$ cat config.mk
export PLATFORM = sky130hd
export DESIGN_NAME = bilbo_bist_ctrl
export DESIGN_NICKNAME = d
export VERILOG_FILES = /design/src/rtl/bilbo_bist_ctrl.sv
export SDC_FILE = /design/constraint.sdc
export NUM_CORES = 1
export LEC_CHECK = 0
export CAP_MARGIN = 20
export CORE_ASPECT_RATIO = 1.2
export CORE_MARGIN = 2
export CORE_UTILIZATION = 45
export CTS_BUF_LIST = sky130_fd_sc_hd__clkbuf_4
export CTS_CLUSTER_DIAMETER = 30
export DETAILED_ROUTE_END_ITERATION = 6
export PLACE_DENSITY_LB_ADDON = 0.08
export SYNTH_ARGS = -nofsm -noshare
export SYNTH_HDL_FRONTEND = slang
export SYNTH_SLANG_ARGS = --single-unit
export TNS_END_PERCENT = 1
$ cat constraint.sdc
create_clock -name Clk -period 1.9 [get_ports Clk]
set_input_delay 0.19 -clock Clk [delete_from_list [all_inputs] [get_ports Clk]]
set_output_delay 0.19 -clock Clk [all_outputs]
set_load 0.1 [all_outputs]
$ cat src/rtl/bilbo_bist_ctrl.sv
// BILBO self-test sequencer: seeds the TPG, clears the MISR,
// runs the patterns, unloads the signature and compares it.
module bilbo_bist_ctrl #(
  parameter int             NBITS     = 4,
  parameter int             NPATTERNS = 16,
  parameter logic [1:NBITS] SEED      = 4'b1011,
  parameter logic [1:NBITS] GOLDEN    = 4'b0000
) (
  input  logic           Clk,
  input  logic           Rst,
  input  logic           Start,
  input  logic           Abort,
  output logic           Busy,
  output logic           Done,
  output logic           Pass,
  output logic [1:NBITS] Signature,
  output logic           TpgB1,
  output logic           TpgB2,
  output logic           TpgCE,
  output logic           TpgSi,
  output logic           MisrB1,
  output logic           MisrB2,
  output logic           MisrCE,
  output logic           MisrSi,
  input  logic           MisrSo
);

  localparam int MAXC = (NBITS > NPATTERNS) ? NBITS : NPATTERNS;
  localparam int CW   = $clog2(MAXC) + 1;

  localparam logic [CW-1:0] LD_BITS = CW'(NBITS - 1);
  localparam logic [CW-1:0] LD_PAT  = CW'(NPATTERNS - 1);

  localparam logic [2:0] S_IDLE   = 3'd0;
  localparam logic [2:0] S_INIT   = 3'd1;
  localparam logic [2:0] S_RUN    = 3'd2;
  localparam logic [2:0] S_UNLOAD = 3'd3;
  localparam logic [2:0] S_CMP    = 3'd4;

  localparam logic [1:0] M_SHIFT  = 2'b00;
  localparam logic [1:0] M_PRPG   = 2'b01;
  localparam logic [1:0] M_NORMAL = 2'b10;
  localparam logic [1:0] M_MISR   = 2'b11;

  logic [2:0]    state, state_d;
  logic [CW-1:0] cnt, cnt_d;
  logic          last;

  logic [1:0] tpg_m, misr_m;
  logic       tpg_ce, misr_ce, tpg_si;

  assign last = (cnt == '0);

  // Next state and counter; each state reloads the counter on entry
  always_comb begin
    state_d = state;
    cnt_d   = cnt;
    unique case (state)
      S_IDLE: begin
        if (Start) begin
          state_d = S_INIT;
          cnt_d   = LD_BITS;
        end
      end
      S_INIT: begin
        if (last) begin
          state_d = S_RUN;
          cnt_d   = LD_PAT;
        end else begin
          cnt_d = cnt - 1'b1;
        end
      end
      S_RUN: begin
        if (last) begin
          state_d = S_UNLOAD;
          cnt_d   = LD_BITS;
        end else begin
          cnt_d = cnt - 1'b1;
        end
      end
      S_UNLOAD: begin
        if (last) begin
          state_d = S_CMP;
          cnt_d   = '0;
        end else begin
          cnt_d = cnt - 1'b1;
        end
      end
      default: begin
        state_d = S_IDLE;
        cnt_d   = '0;
      end
    endcase
    if (Abort && state != S_IDLE) begin
      state_d = S_IDLE;
      cnt_d   = '0;
    end
  end

  // BILBO controls decoded from the upcoming state so they register
  // in time for the cycle in which that state is active
  always_comb begin
    tpg_m   = M_NORMAL;
    misr_m  = M_NORMAL;
    tpg_ce  = 1'b0;
    misr_ce = 1'b0;
    tpg_si  = 1'b0;
    unique case (1'b1)
      (state_d == S_INIT): begin
        tpg_m   = M_SHIFT;
        misr_m  = M_SHIFT;
        tpg_ce  = 1'b1;
        misr_ce = 1'b1;
      end
      (state_d == S_RUN): begin
        tpg_m   = M_PRPG;
        misr_m  = M_MISR;
        tpg_ce  = 1'b1;
        misr_ce = 1'b1;
      end
      (state_d == S_UNLOAD): begin
        misr_m  = M_SHIFT;
        misr_ce = 1'b1;
      end
      default: ;
    endcase
    for (int i = 1; i <= NBITS; i++) begin
      if (state_d == S_INIT && cnt_d == CW'(i - 1))
        tpg_si = SEED[i];
    end
  end

  // State, registered controls, signature capture and verdict
  always_ff @(posedge Clk) begin
    if (Rst) begin
      state     <= S_IDLE;
      cnt       <= '0;
      Busy      <= 1'b0;
      Done      <= 1'b0;
      Pass      <= 1'b0;
      Signature <= '0;
      TpgB1     <= 1'b1;
      TpgB2     <= 1'b0;
      TpgCE     <= 1'b0;
      TpgSi     <= 1'b0;
      MisrB1    <= 1'b1;
      MisrB2    <= 1'b0;
      MisrCE    <= 1'b0;
      MisrSi    <= 1'b0;
    end else begin
      state           <= state_d;
      cnt             <= cnt_d;
      Busy            <= (state_d != S_IDLE);
      {TpgB1, TpgB2}  <= tpg_m;
      {MisrB1, MisrB2} <= misr_m;
      TpgCE           <= tpg_ce;
      TpgSi           <= tpg_si;
      MisrCE          <= misr_ce;
      MisrSi          <= 1'b0;
      if (state == S_IDLE && Start) begin
        Done <= 1'b0;
        Pass <= 1'b0;
      end
      if (state != S_IDLE && Abort) begin
        Done <= 1'b1;
        Pass <= 1'b0;
      end else if (state == S_CMP) begin
        Done <= 1'b1;
        Pass <= (Signature == GOLDEN);
      end
      if (state == S_UNLOAD && !Abort) begin
        for (int i = 1; i <= NBITS; i++) begin
          if (cnt == CW'(i - 1))
            Signature[i] <= MisrSo;
        end
      end
    end
  end

endmodule
# Word-level counts from Yosys, hierarchy flattened

Cells that the tools add are included.

Register bits: 22
Input port bits: 5
Output and inout bits: 15
Word-level logic and storage cells: 78

$add $sub $neg: 1
Equal/unequal tests: 13
Mux-type cells: 24
Reduce and logical (&&, ||, !) cells: 24

Operator list:

| cell                | count |
|---|---|
| $mux 5              | 5 |
| $eq 5x2->1 const B  | 4 |
| $pmux 5 s4          | 1 |
| $mux 3              | 5 |
| $eq 3x2->1 const B  | 4 |
| $pmux 3 s4          | 1 |
| $eq 5x1->1 const B  | 2 |
| $logic_not 5->1     | 2 |
| $mux 1              | 10 |
| $reduce_bool 3->1   | 3 |
| $pmux 2 s2          | 2 |
| $reduce_and 2->1    | 4 |
| $logic_and 1x1->1   | 7 |
| $eq 3x1->1 const B  | 2 |
| $reduce_or 2->1     | 3 |
| $sub 5x1->5 const B | 1 |
| $logic_not 4->1     | 1 |
| $eq 3x3->1 const B  | 1 |
| $logic_not 3->1     | 1 |
| $reduce_or 3->1     | 1 |
| $reduce_bool 2->1   | 1 |
| $logic_not 1->1     | 1 |

# Logic depth before layout (Yosys ltp)

Gate-level depths: netlist of run 1.

Word-level depth: 10
Mapped depth: 8
Mapped depth without buffers: 7

# Worst setup path before layout of run 1

No wires, ideal clock.

Path type: register to register
Start: reg cnt[0]
End: reg TpgCE
Arrival: 1835 ps
Required time: 1780 ps
Slack: -55 ps
Stages on the path, launching flop included: 9
Period minus slack after synthesis: 1955 ps
Cells stage by stage: dfxtp_1 -> inv_1 -> ha_1 -> or4b_4 -> buf_6 -> mux2i_1 -> a221oi_1 -> o21a_4 -> or2_1

Cells in the longest elaborated chain, start to end: 7
Elaborated cells between the ends (all ways): 10

RTL lines:

| item                                            | RTL line   | RTL |
|---|---|---|
| start, declared                                 | 46         | `logic [CW-1:0] cnt, cnt_d;` |
| start signal, assigned                          | 152        | `cnt <= cnt_d;` |
| $logic_not 5->1 (*)                             | 52         | `assign last = (cnt == '0);` |
| $mux 3 (on tied branches)                       | 82, 66, 74 |  |
| $pmux 3 s4 (*)                                  | 58         | `unique case (state)` |
| $mux 3 (*)                                      | 94         | `if (Abort && state != S_IDLE) begin` |
| $eq 3x1->1 / $eq 3x2->1 (equally long branches) | 109, 115   |  |
| $reduce_or 2->1 (no line) (*)                   | -          |  |
| $mux 1 (*)                                      | 108        | `unique case (1'b1)` |
| end signal, assigned                            | 156        | `TpgCE <= tpg_ce;` |
| end, declared                                   | 19         | `output logic TpgCE,` |

Every way passes the cells marked *; elsewhere a longest branch is shown, timed or not.
A chain may end at the register's enable or synchronous reset.

# Worst setup path in the final report of run 1

Start: reg cnt[0]
End: reg TpgB1

Cells in the longest elaborated chain, start to end: 6
Elaborated cells between the ends (all ways): 9

RTL lines:

| item                                            | RTL line   | RTL |
|---|---|---|
| $logic_not 5->1 (*)                             | 52         |  |
| $mux 3 (on tied branches)                       | 82, 66, 74 |  |
| $pmux 3 s4 (*)                                  | 58         |  |
| $mux 3 (*)                                      | 94         |  |
| $eq 3x2->1 / $eq 3x1->1 (equally long branches) | 115, 109   |  |
| $pmux 2 s2 (*)                                  | 108        |  |
| end signal, assigned                            | 154        | `{TpgB1, TpgB2} <= tpg_m;` |
| end, declared                                   | 17         | `output logic TpgB1,` |

Marks and branches as above.

==> impl_results.html, run 1 <==
<table>
<tr><th>Metric</th><th>Value</th></tr>
<tr><th colspan="2">Outcome</th></tr>
<tr><td>Outcome</td><td>completed</td></tr>
<tr><th colspan="2">Job</th></tr>
<tr><td>Count of maximum capacitance violations</td><td>0</td></tr>
<tr><th colspan="2">GRT</th></tr>
<tr><td>Number of global-route vias before repair</td><td>1,066</td></tr>
<tr><td>Antenna violations before repair</td><td>0</td></tr>
<tr><td>Total global routing overflow</td><td>0</td></tr>
<tr><td>GR Util All Layers</td><td>21.1%</td></tr>
<tr><td>Wire length of the first global-routing pass</td><td>4680 µm</td></tr>
<tr><td>Pin count of the biggest net entering global routing</td><td>17</td></tr>
<tr><th colspan="2">Min path</th></tr>
<tr><td>Worst hold path startpoint</td><td>Pass</td></tr>
<tr><td>Path type of the worst min-delay path</td><td>reg -&gt; reg</td></tr>
<tr><th colspan="2">Synth</th></tr>
<tr><td>Fraction of post-synthesis cell area in the top cell type by area</td><td>38.7%</td></tr>
<tr><td>Most common library cells after synthesis</td><td>22 x sky130_fd_sc_hd__dfxtp_1, 21 x sky130_fd_sc_hd__nor2_1, 7 x sky130_fd_sc_hd__nand3_1</td></tr>
<tr><td>Share of synthesized area occupied by flip-flops and latches</td><td>38.7%</td></tr>
<tr><td>Avg Cell Area, Syn</td><td>8.83 µm²</td></tr>
<tr><td>Net Count, Synth</td><td>139</td></tr>
<tr><td>Top cells by area, synth</td><td>sky130_fd_sc_hd__dfxtp_1 39%, sky130_fd_sc_hd__nor2_1 6.9%, sky130_fd_sc_hd__ha_1 5.5%, sky130_fd_sc_hd__mux2i_1 4.4%, sky130_fd_sc_hd__nand3_1 3.1%</td></tr>
<tr><td>Number of flops mapped to enable cells by yosys</td><td>0</td></tr>
<tr><td>Cell type with the largest total area after synthesis</td><td>sky130_fd_sc_hd__dfxtp_1</td></tr>
<tr><td>Leading cell type by number of instances after synthesis</td><td>sky130_fd_sc_hd__dfxtp_1</td></tr>
<tr><td>Ys Warns</td><td>0</td></tr>
<tr><td>Most instantiated flip-flop cell in the synthesis netlist</td><td>sky130_fd_sc_hd__dfxtp_1</td></tr>
<tr><td>Area of the mapped netlist</td><td>1140 µm²</td></tr>
<tr><td>Post-synthesis instance total</td><td>129</td></tr>
<tr><td>Netlist cell types</td><td>44</td></tr>
<tr><td>Total of flip-flops plus latches after synthesis</td><td>22</td></tr>
<tr><td>FFs w/ async S/R, synth</td><td>0%</td></tr>
<tr><th colspan="2">Clocking</th></tr>
<tr><td>Clock Tree Buf Depth</td><td>2</td></tr>
<tr><td>Clock slew at reported path FFs</td><td>0.13 ns</td></tr>
<tr><td>Num CTS Buffers</td><td>3</td></tr>
<tr><td>CTS Hold Buffers Added</td><td>0</td></tr>
<tr><td>Clock sinks</td><td>22</td></tr>
<tr><td>Level count of the clock H-tree</td><td>1</td></tr>
<tr><td>Clock tree from TritonCTS</td><td>built</td></tr>
<tr><td>Cell at the root of the clock tree</td><td>sky130_fd_sc_hd__clkbuf_4</td></tr>
<tr><td>Clock latency on the worst-skew pair</td><td>0.32 ns</td></tr>
<tr><th colspan="2">Critical path</th></tr>
<tr><td>Peak per-stage delay on the critical path</td><td>0.51 ns</td></tr>
<tr><td>Data arrival, critical path</td><td>2.09 ns</td></tr>
<tr><td>Cell chain of the critical path</td><td>inv_2 -&gt; ha_4 -&gt; or4b_4 -&gt; or3_4 -&gt; a21oi_4 -&gt; o21a_4 -&gt; nor2_1</td></tr>
<tr><td>Reg2Reg Launch Point</td><td>cnt[0]</td></tr>
<tr><td>Worst-path maximum fanout</td><td>5</td></tr>
<tr><td>Required time at the worst-slack endpoint</td><td>2.12 ns</td></tr>
<tr><td>Setup crit end kind</td><td>flop</td></tr>
<tr><td>Startpoint kind of the worst setup timing path</td><td>flop</td></tr>
<tr><td>Start point of the critical path</td><td>cnt[0]</td></tr>
<tr><td>Slowest cell on the critical path</td><td>sky130_fd_sc_hd__or4b_4</td></tr>
<tr><td>Startpoint-to-endpoint class of the critical path</td><td>reg -&gt; reg</td></tr>
<tr><td>Buffer and inverter count on the worst path</td><td>1</td></tr>
<tr><td>Gate family responsible for the most delay along the worst path</td><td>simple AND/OR/NAND/NOR gates</td></tr>
<tr><th colspan="2">Place</th></tr>
<tr><td>Placed instance count</td><td>186</td></tr>
<tr><td>Gp weighted congestion</td><td>0.820</td></tr>
<tr><td>Count of input and output buffers</td><td>18</td></tr>
<tr><td>Minimum setup slack after placement</td><td>-0.0337 ns</td></tr>
<tr><td>Placement-stage cell area</td><td>1400 µm²</td></tr>
<tr><td>Detailed placement HPWL</td><td>1940 µm</td></tr>
<tr><th colspan="2">Die</th></tr>
<tr><td>Effective utilization at floorplan</td><td>48.4%</td></tr>
<tr><td>Die Footprint</td><td>2950 µm²</td></tr>
<tr><td>Die Y</td><td>59.1 µm</td></tr>
<tr><td>FP Rows</td><td>19</td></tr>
<tr><td>Ports</td><td>20</td></tr>
<tr><td>Horiz. Die Dim</td><td>49.9 µm</td></tr>
<tr><td>Core area</td><td>2350 µm²</td></tr>
<tr><th colspan="2">Final layout</th></tr>
<tr><td>Filler Cell Count</td><td>192</td></tr>
<tr><td>Post-route cell area</td><td>1530 µm²</td></tr>
<tr><td>Final non-filler cell total</td><td>194</td></tr>
<tr><td>Antenna Cells</td><td>0</td></tr>
<tr><td>Area growth from synthesis to layout</td><td>34.5%</td></tr>
<tr><td>Number of nets in the finished design</td><td>174</td></tr>
<tr><td>Layout cells sized above 1</td><td>35.6%</td></tr>
<tr><th colspan="2">STA</th></tr>
<tr><td>Worst hold margin</td><td>0.491 ns</td></tr>
<tr><td>Highest achievable clock rate</td><td>0.534 GHz</td></tr>
<tr><td>Final count of pins violating max slew</td><td>0</td></tr>
<tr><td>RSZ-0062 raised after global routing</td><td>yes</td></tr>
<tr><td>Setup clock skew after layout</td><td>0.0143 ns</td></tr>
<tr><td>Worst setup slack after layout</td><td>0.0290 ns</td></tr>
<tr><td>Min cycle time layout</td><td>1.87 ns</td></tr>
<tr><td># setup viols final</td><td>0</td></tr>
<tr><td>Final Hold Violating Endpoints</td><td>0</td></tr>
<tr><td>Ratio of final minimum period to clock period</td><td>98.5%</td></tr>
<tr><th colspan="2">Routing</th></tr>
<tr><td>Initial DRC count</td><td>23</td></tr>
<tr><td>DRC violation count after routing</td><td>0</td></tr>
<tr><td>Via count</td><td>1,089</td></tr>
<tr><td>Detail-routed via count per cell</td><td>5.61</td></tr>
<tr><td>Routed WL</td><td>2740 µm</td></tr>
<tr><td>Antenna viol nets, final</td><td>0</td></tr>
<tr><td>1st-pass router iterations</td><td>4</td></tr>
<tr><td>Routed wire length per instance</td><td>14.1 µm</td></tr>
<tr><th colspan="2">Power</th></tr>
<tr><td>Worst vdd ir</td><td>0.00114 V</td></tr>
<tr><td>Leakage power total</td><td>0.659 nW</td></tr>
<tr><td>Power density relative to cell area</td><td>1400 nW/µm²</td></tr>
</table>
kinds of logic after synthesis:
group / after synthesis / share of synthesized area, %
compound gates: 25 / 17.4
fa+ha+maj: 5 / 5.49
buf+inv: 13 / 5.93
flops: 22 / 38.7
mux: 5 / 4.40
other cells: 1 / 0.329
simple gates: 58 / 27.8
final timing paths:
| path | end | slack [ns] | depth (start not counted) |
|---|---|---|---|
| min reg2reg | Pass | 0.49 | 2 |
| max | TpgB1 | 0.03 | 7 |
| min | Pass | 0.49 | 2 |
| max reg2reg | TpgB1 | 0.03 | 7 |
routing by layer:
| layer | up-vias | track usage (%) | share of wire [%] |
|---|---|---|---|
| met5 | - | 0 | 0 |
| met4 | 0 | 11.1 | 1.7 |
| met3 | 5 | 3.28 | 5.6 |
| met2 | 46 | 38.1 | 52 |
| met1 | 509 | 23.9 | 41 |
| li1 | 529 | - | - |
placed cells by master (no fill, tap or decap), types with 2 or more instances in the layout:
cell / count
sky130_fd_sc_hd__nor4_1: 2
sky130_fd_sc_hd__nand3_1: 6
sky130_fd_sc_hd__dfxtp_1: 20
sky130_fd_sc_hd__o21ai_0: 3
sky130_fd_sc_hd__clkdlybuf4s50_1: 4
sky130_fd_sc_hd__nand2_1: 5
sky130_fd_sc_hd__clkbuf_4: 3
sky130_fd_sc_hd__o21ai_1: 2
sky130_fd_sc_hd__ha_1: 4
sky130_fd_sc_hd__or2_2: 2
sky130_fd_sc_hd__o31ai_1: 2
sky130_fd_sc_hd__or4b_4: 2
sky130_fd_sc_hd__a21oi_1: 5
sky130_fd_sc_hd__nor3_1: 5
sky130_fd_sc_hd__inv_1: 2
sky130_fd_sc_hd__dfxtp_2: 2
sky130_fd_sc_hd__buf_4: 34
sky130_fd_sc_hd__nor2_1: 21
sky130_fd_sc_hd__inv_2: 2
sky130_fd_sc_hd__nor2b_1: 2
sky130_fd_sc_hd__mux2i_1: 5
sky130_fd_sc_hd__a211oi_1: 2
worst min-delay path: stages (launching register included):
cell	delay (ns)
sky130_fd_sc_hd__dfxtp_1	0.33
sky130_fd_sc_hd__o21ai_0	0.07
sky130_fd_sc_hd__a21oi_1	0.06
registers in the layout, indices dropped and copies added (netlist names):
register,flops
Done,1
Pass,1
Busy,1
TpgCE,1
cnt,5
MisrB2,1
TpgB2,1
TpgSi,1
MisrB1,1
MisrCE,1
state,3
Signature,4
TpgB1,1
stage by stage:
step	setup TNS [ns]	total power [mW]	util [%]
final	0	2.15	65.1
after global routing	-0.0979	2.26	65.1
after CTS	0	2.11	63.4
after detailed placement	-0.0607	1.68	59.4
after global placement	0	1.66	59.4
after floorplan	-0.00233	1.41	-
power by group:
| group | switching (mW) | internal, mW |
|---|---|---|
| Sequential | 0.0508 | 0.541 |
| Combinational | 0.753 | 0.439 |
| Clock | 0.152 | 0.214 |
| Total | 0.956 | 1.19 |
layout make-up:
class	count	area [µm²]	area share, %
Clock inverter	1	30.0	1.96
Multi-Input combinational cell	95	687	44.9
Timing Repair Buffer	38	295	19.3
Inverter	4	15.0	0.980
Tap cell	31	38.8	2.53
Sequential cell	22	443	28.9
Clock buffer	3	22.5	1.47
repair_timing:
item                       in CTS  in global routing
setup endpoints to repair       3                  3
cloned                          1                  0
gates resized for setup         6                  4
setup buffers                   1                  2
pin swaps                       1                  2
(Power assumes the default switching activity.)
==> inputs of run 2 (changes only) <==
--- a/config.mk
+++ b/config.mk
@@ -10,7 +10,7 @@
 export CORE_MARGIN = 2
 export CORE_UTILIZATION = 45
 export CTS_BUF_LIST = sky130_fd_sc_hd__clkbuf_4
-export CTS_CLUSTER_DIAMETER = 30
+export CTS_CLUSTER_DIAMETER = 100
 export DETAILED_ROUTE_END_ITERATION = 6
 export PLACE_DENSITY_LB_ADDON = 0.08
 export SYNTH_ARGS = -nofsm -noshare
==> results of run 2 <==
No change in the layout: final DEF, timing and power equal those of run 1.
==> inputs of run 3 (changes only) <==
--- a/config.mk
+++ b/config.mk
@@ -8,7 +8,7 @@
 export CAP_MARGIN = 20
 export CORE_ASPECT_RATIO = 1.2
 export CORE_MARGIN = 2
-export CORE_UTILIZATION = 45
+export CORE_UTILIZATION = 48
 export CTS_BUF_LIST = sky130_fd_sc_hd__clkbuf_4
 export CTS_CLUSTER_DIAMETER = 100
 export DETAILED_ROUTE_END_ITERATION = 6
==> impl_results.html, run 3 (synthesis gave the netlist of run 1 again) <==
<table>
<tr><th>Metric</th><th>Value</th></tr>
<tr><th colspan="2">Critical path</th></tr>
<tr><td>Worst-path maximum fanout</td><td>5</td></tr>
<tr><td>Worst reg2reg setup slack</td><td>-0.04 ns</td></tr>
<tr><td>Startpoint-to-endpoint class of the critical path</td><td>reg -&gt; reg</td></tr>
<tr><td>Start point of the critical path</td><td>cnt[1]</td></tr>
<tr><td>Gate family responsible for the most delay along the worst path</td><td>simple AND/OR/NAND/NOR gates</td></tr>
<tr><td>Reg2Reg Launch Point</td><td>cnt[1]</td></tr>
<tr><td>Slowest cell on the critical path</td><td>sky130_fd_sc_hd__or4b_4</td></tr>
<tr><td>Peak per-stage delay on the critical path</td><td>0.51 ns</td></tr>
<tr><td>Cell chain of the critical path</td><td>inv_2 -&gt; ha_4 -&gt; or4b_4 -&gt; a311oi_2 -&gt; nand3_1 -&gt; a31oi_2 -&gt; nor4_2</td></tr>
<tr><td>Required time at the worst-slack endpoint</td><td>2.11 ns</td></tr>
<tr><td>Buffer and inverter count on the worst path</td><td>1</td></tr>
<tr><td>Data arrival, critical path</td><td>2.15 ns</td></tr>
<tr><td>End of the worst register-to-register path</td><td>TpgSi</td></tr>
<tr><td>Setup crit end kind</td><td>flop</td></tr>
<tr><td>Cell count of the worst reg-to-reg path</td><td>7</td></tr>
<tr><td>Startpoint kind of the worst setup timing path</td><td>flop</td></tr>
<tr><td>Critical path depth</td><td>7</td></tr>
<tr><td>Critical Path Sink</td><td>TpgSi</td></tr>
<tr><th colspan="2">Die</th></tr>
<tr><td>FP Rows</td><td>19</td></tr>
<tr><td>Die Y</td><td>57.4 µm</td></tr>
<tr><td>Die Footprint</td><td>2780 µm²</td></tr>
<tr><td>Core area</td><td>2280 µm²</td></tr>
<tr><td>Horiz. Die Dim</td><td>48.5 µm</td></tr>
<tr><td>Ports</td><td>20</td></tr>
<tr><td>Effective utilization at floorplan</td><td>49.9%</td></tr>
<tr><th colspan="2">STA</th></tr>
<tr><td>Setup clock skew after layout</td><td>0.00590 ns</td></tr>
<tr><td>RSZ-0062 raised after global routing</td><td>yes</td></tr>
<tr><td>Highest achievable clock rate</td><td>0.515 GHz</td></tr>
<tr><td>Final count of pins violating max slew</td><td>0</td></tr>
<tr><td>Final Hold Violating Endpoints</td><td>0</td></tr>
<tr><td>Min cycle time layout</td><td>1.94 ns</td></tr>
<tr><td>Ratio of final minimum period to clock period</td><td>102%</td></tr>
<tr><td>Worst setup slack after layout</td><td>-0.0436 ns</td></tr>
<tr><td># setup viols final</td><td>2</td></tr>
<tr><th colspan="2">Place</th></tr>
<tr><td>Count of input and output buffers</td><td>18</td></tr>
<tr><td>Placement-stage cell area</td><td>1410 µm²</td></tr>
<tr><td>Detailed placement HPWL</td><td>1900 µm</td></tr>
<tr><td>Gp weighted congestion</td><td>0.877</td></tr>
<tr><th colspan="2">Clocking</th></tr>
<tr><td>Clock tree from TritonCTS</td><td>built</td></tr>
<tr><td>CTS Hold Buffers Added</td><td>0</td></tr>
<tr><td>Clock slew at reported path FFs</td><td>0.12 ns</td></tr>
<tr><td>Num CTS Buffers</td><td>3</td></tr>
<tr><td>Clock Tree Buf Depth</td><td>2</td></tr>
<tr><td>Level count of the clock H-tree</td><td>1</td></tr>
<tr><td>Clock latency on the worst-skew pair</td><td>0.31 ns</td></tr>
<tr><td>Cell at the root of the clock tree</td><td>sky130_fd_sc_hd__clkbuf_4</td></tr>
<tr><td>Clock sinks</td><td>22</td></tr>
<tr><th colspan="2">Final layout</th></tr>
<tr><td>Post-route cell area</td><td>1550 µm²</td></tr>
<tr><td>Antenna Cells</td><td>0</td></tr>
<tr><td>Final core area utilization</td><td>68.0%</td></tr>
<tr><td>Most flop-heavy register</td><td>cnt</td></tr>
<tr><td>Area growth from synthesis to layout</td><td>36.4%</td></tr>
<tr><td>Most used cells in the layout excluding fill and tap cells</td><td>36 x sky130_fd_sc_hd__buf_4, 20 x sky130_fd_sc_hd__dfxtp_1, 20 x sky130_fd_sc_hd__nor2_1</td></tr>
<tr><td>Filler Cell Count</td><td>205</td></tr>
<tr><td>Number of nets in the finished design</td><td>176</td></tr>
<tr><td>Most common library cell in the layout ignoring fill and taps</td><td>sky130_fd_sc_hd__buf_4</td></tr>
<tr><td>Number of flip-flops under the largest register name</td><td>5</td></tr>
<tr><td>Multi-input gate area in the final layout</td><td>693 µm²</td></tr>
<tr><td>Layout cells sized above 1</td><td>37.6%</td></tr>
<tr><td>Sequential cell area in the final layout</td><td>443 µm²</td></tr>
<tr><td>Top flop regs</td><td>cnt (5), Signature (4), state (3)</td></tr>
<tr><th colspan="2">Routing</th></tr>
<tr><td>Via count</td><td>1,094</td></tr>
<tr><td>Routed WL</td><td>2820 µm</td></tr>
<tr><td>Routed wire length per instance</td><td>14.4 µm</td></tr>
<tr><td>Antenna viol nets, final</td><td>0</td></tr>
<tr><td>Initial DRC count</td><td>42</td></tr>
<tr><td>DRC violation count after routing</td><td>0</td></tr>
<tr><td>Detail-routed via count per cell</td><td>5.58</td></tr>
<tr><td>1st-pass router iterations</td><td>4</td></tr>
<tr><th colspan="2">Outcome</th></tr>
<tr><td>Outcome</td><td>finished with violations</td></tr>
<tr><td>Violations in the final reports</td><td>setup timing</td></tr>
<tr><th colspan="2">Min path</th></tr>
<tr><td>Path type of the worst min-delay path</td><td>reg -&gt; reg</td></tr>
<tr><th colspan="2">Power</th></tr>
<tr><td>Worst vdd ir</td><td>0.00106 V</td></tr>
<tr><td>Leakage power total</td><td>0.665 nW</td></tr>
<tr><td>Power density relative to cell area</td><td>1410 nW/µm²</td></tr>
<tr><th colspan="2">GRT</th></tr>
<tr><td>Number of global-route vias before repair</td><td>1,057</td></tr>
<tr><td>Pin count of the biggest net entering global routing</td><td>17</td></tr>
<tr><td>GR Util All Layers</td><td>22.0%</td></tr>
<tr><td>Wire length of the first global-routing pass</td><td>4710 µm</td></tr>
<tr><td>Total global routing overflow</td><td>0</td></tr>
<tr><td>Antenna violations before repair</td><td>0</td></tr>
<tr><th colspan="2">Job</th></tr>
<tr><td>Count of maximum capacitance violations</td><td>0</td></tr>
</table>
[run 3: changes by cell type in the layout (fill, tap and decap cells not counted), sizes merged]
cell / previous run / this run
buf: 34 / 36
[run 3: stage by stage]
step                instances  worst slack [ns]  power, mW  hold slack (ns)  setup TNS, ns
finish                    196           -0.0436       2.20            0.487        -0.0534
global route              196            -0.104       2.31            0.534         -0.307
CTS                       195           -0.0160       2.15            0.494        -0.0160
detailed placement        187           -0.0269       1.68            0.475        -0.0382
global placement          187            0.0114       1.67            0.470              0
floorplan                 129          -0.00233       1.41            0.269       -0.00233
[run 3: layout make-up]
class | count | area share, %
multi-input cells | 95 | 44.6
flip-flops and latches | 22 | 28.5
repair buffers | 40 | 20.0
well taps | 31 | 2.50
clock inverters | 1 | 1.93
clock buffers | 3 | 1.45
inverters | 4 | 0.967
[run 3: per-layer routing]
layer	vias up	routed length, µm	GRT usage, %
li1	535	-	-
met1	507	1120	25.4
met2	43	1460	40.5
met3	9	143	2.62
met4	0	88	10.6
met5	-	0	0
[run 3: worst register-to-register path, cell delays in order, from the launching register on]
cell                       delay, ns
sky130_fd_sc_hd__dfxtp_2        0.34
sky130_fd_sc_hd__inv_2          0.07
sky130_fd_sc_hd__ha_4           0.14
sky130_fd_sc_hd__or4b_4         0.51
sky130_fd_sc_hd__a311oi_2       0.30
sky130_fd_sc_hd__nand3_1        0.19
sky130_fd_sc_hd__a31oi_2        0.22
sky130_fd_sc_hd__nor4_2         0.06
[run 3: what timing repair did]
action / in CTS / in global routing
setup endpoints to repair: 4 / 7
gates cloned: 1 / 0
pin swaps: 3 / 2
buffers inserted: 3 / 1
gates resized for setup: 6 / 6
[run 3: report_power, final]
| group | internal (mW) | switching (mW) |
|---|---|---|
| Sequential | 0.541 | 0.0475 |
| Clock | 0.213 | 0.146 |
| Combinational | 0.473 | 0.776 |
| Total | 1.23 | 0.969 |
[run 3: worst min-delay path by stage]
stage | startpoint | to | cells after the start
floorplan | Abort | state[2] | 1
global placement | Pass | Pass | 2
detailed placement | Pass | Pass | 2
CTS | Pass | Pass | 2
global route | Pass | Pass | 2
finish | Pass | Pass | 2
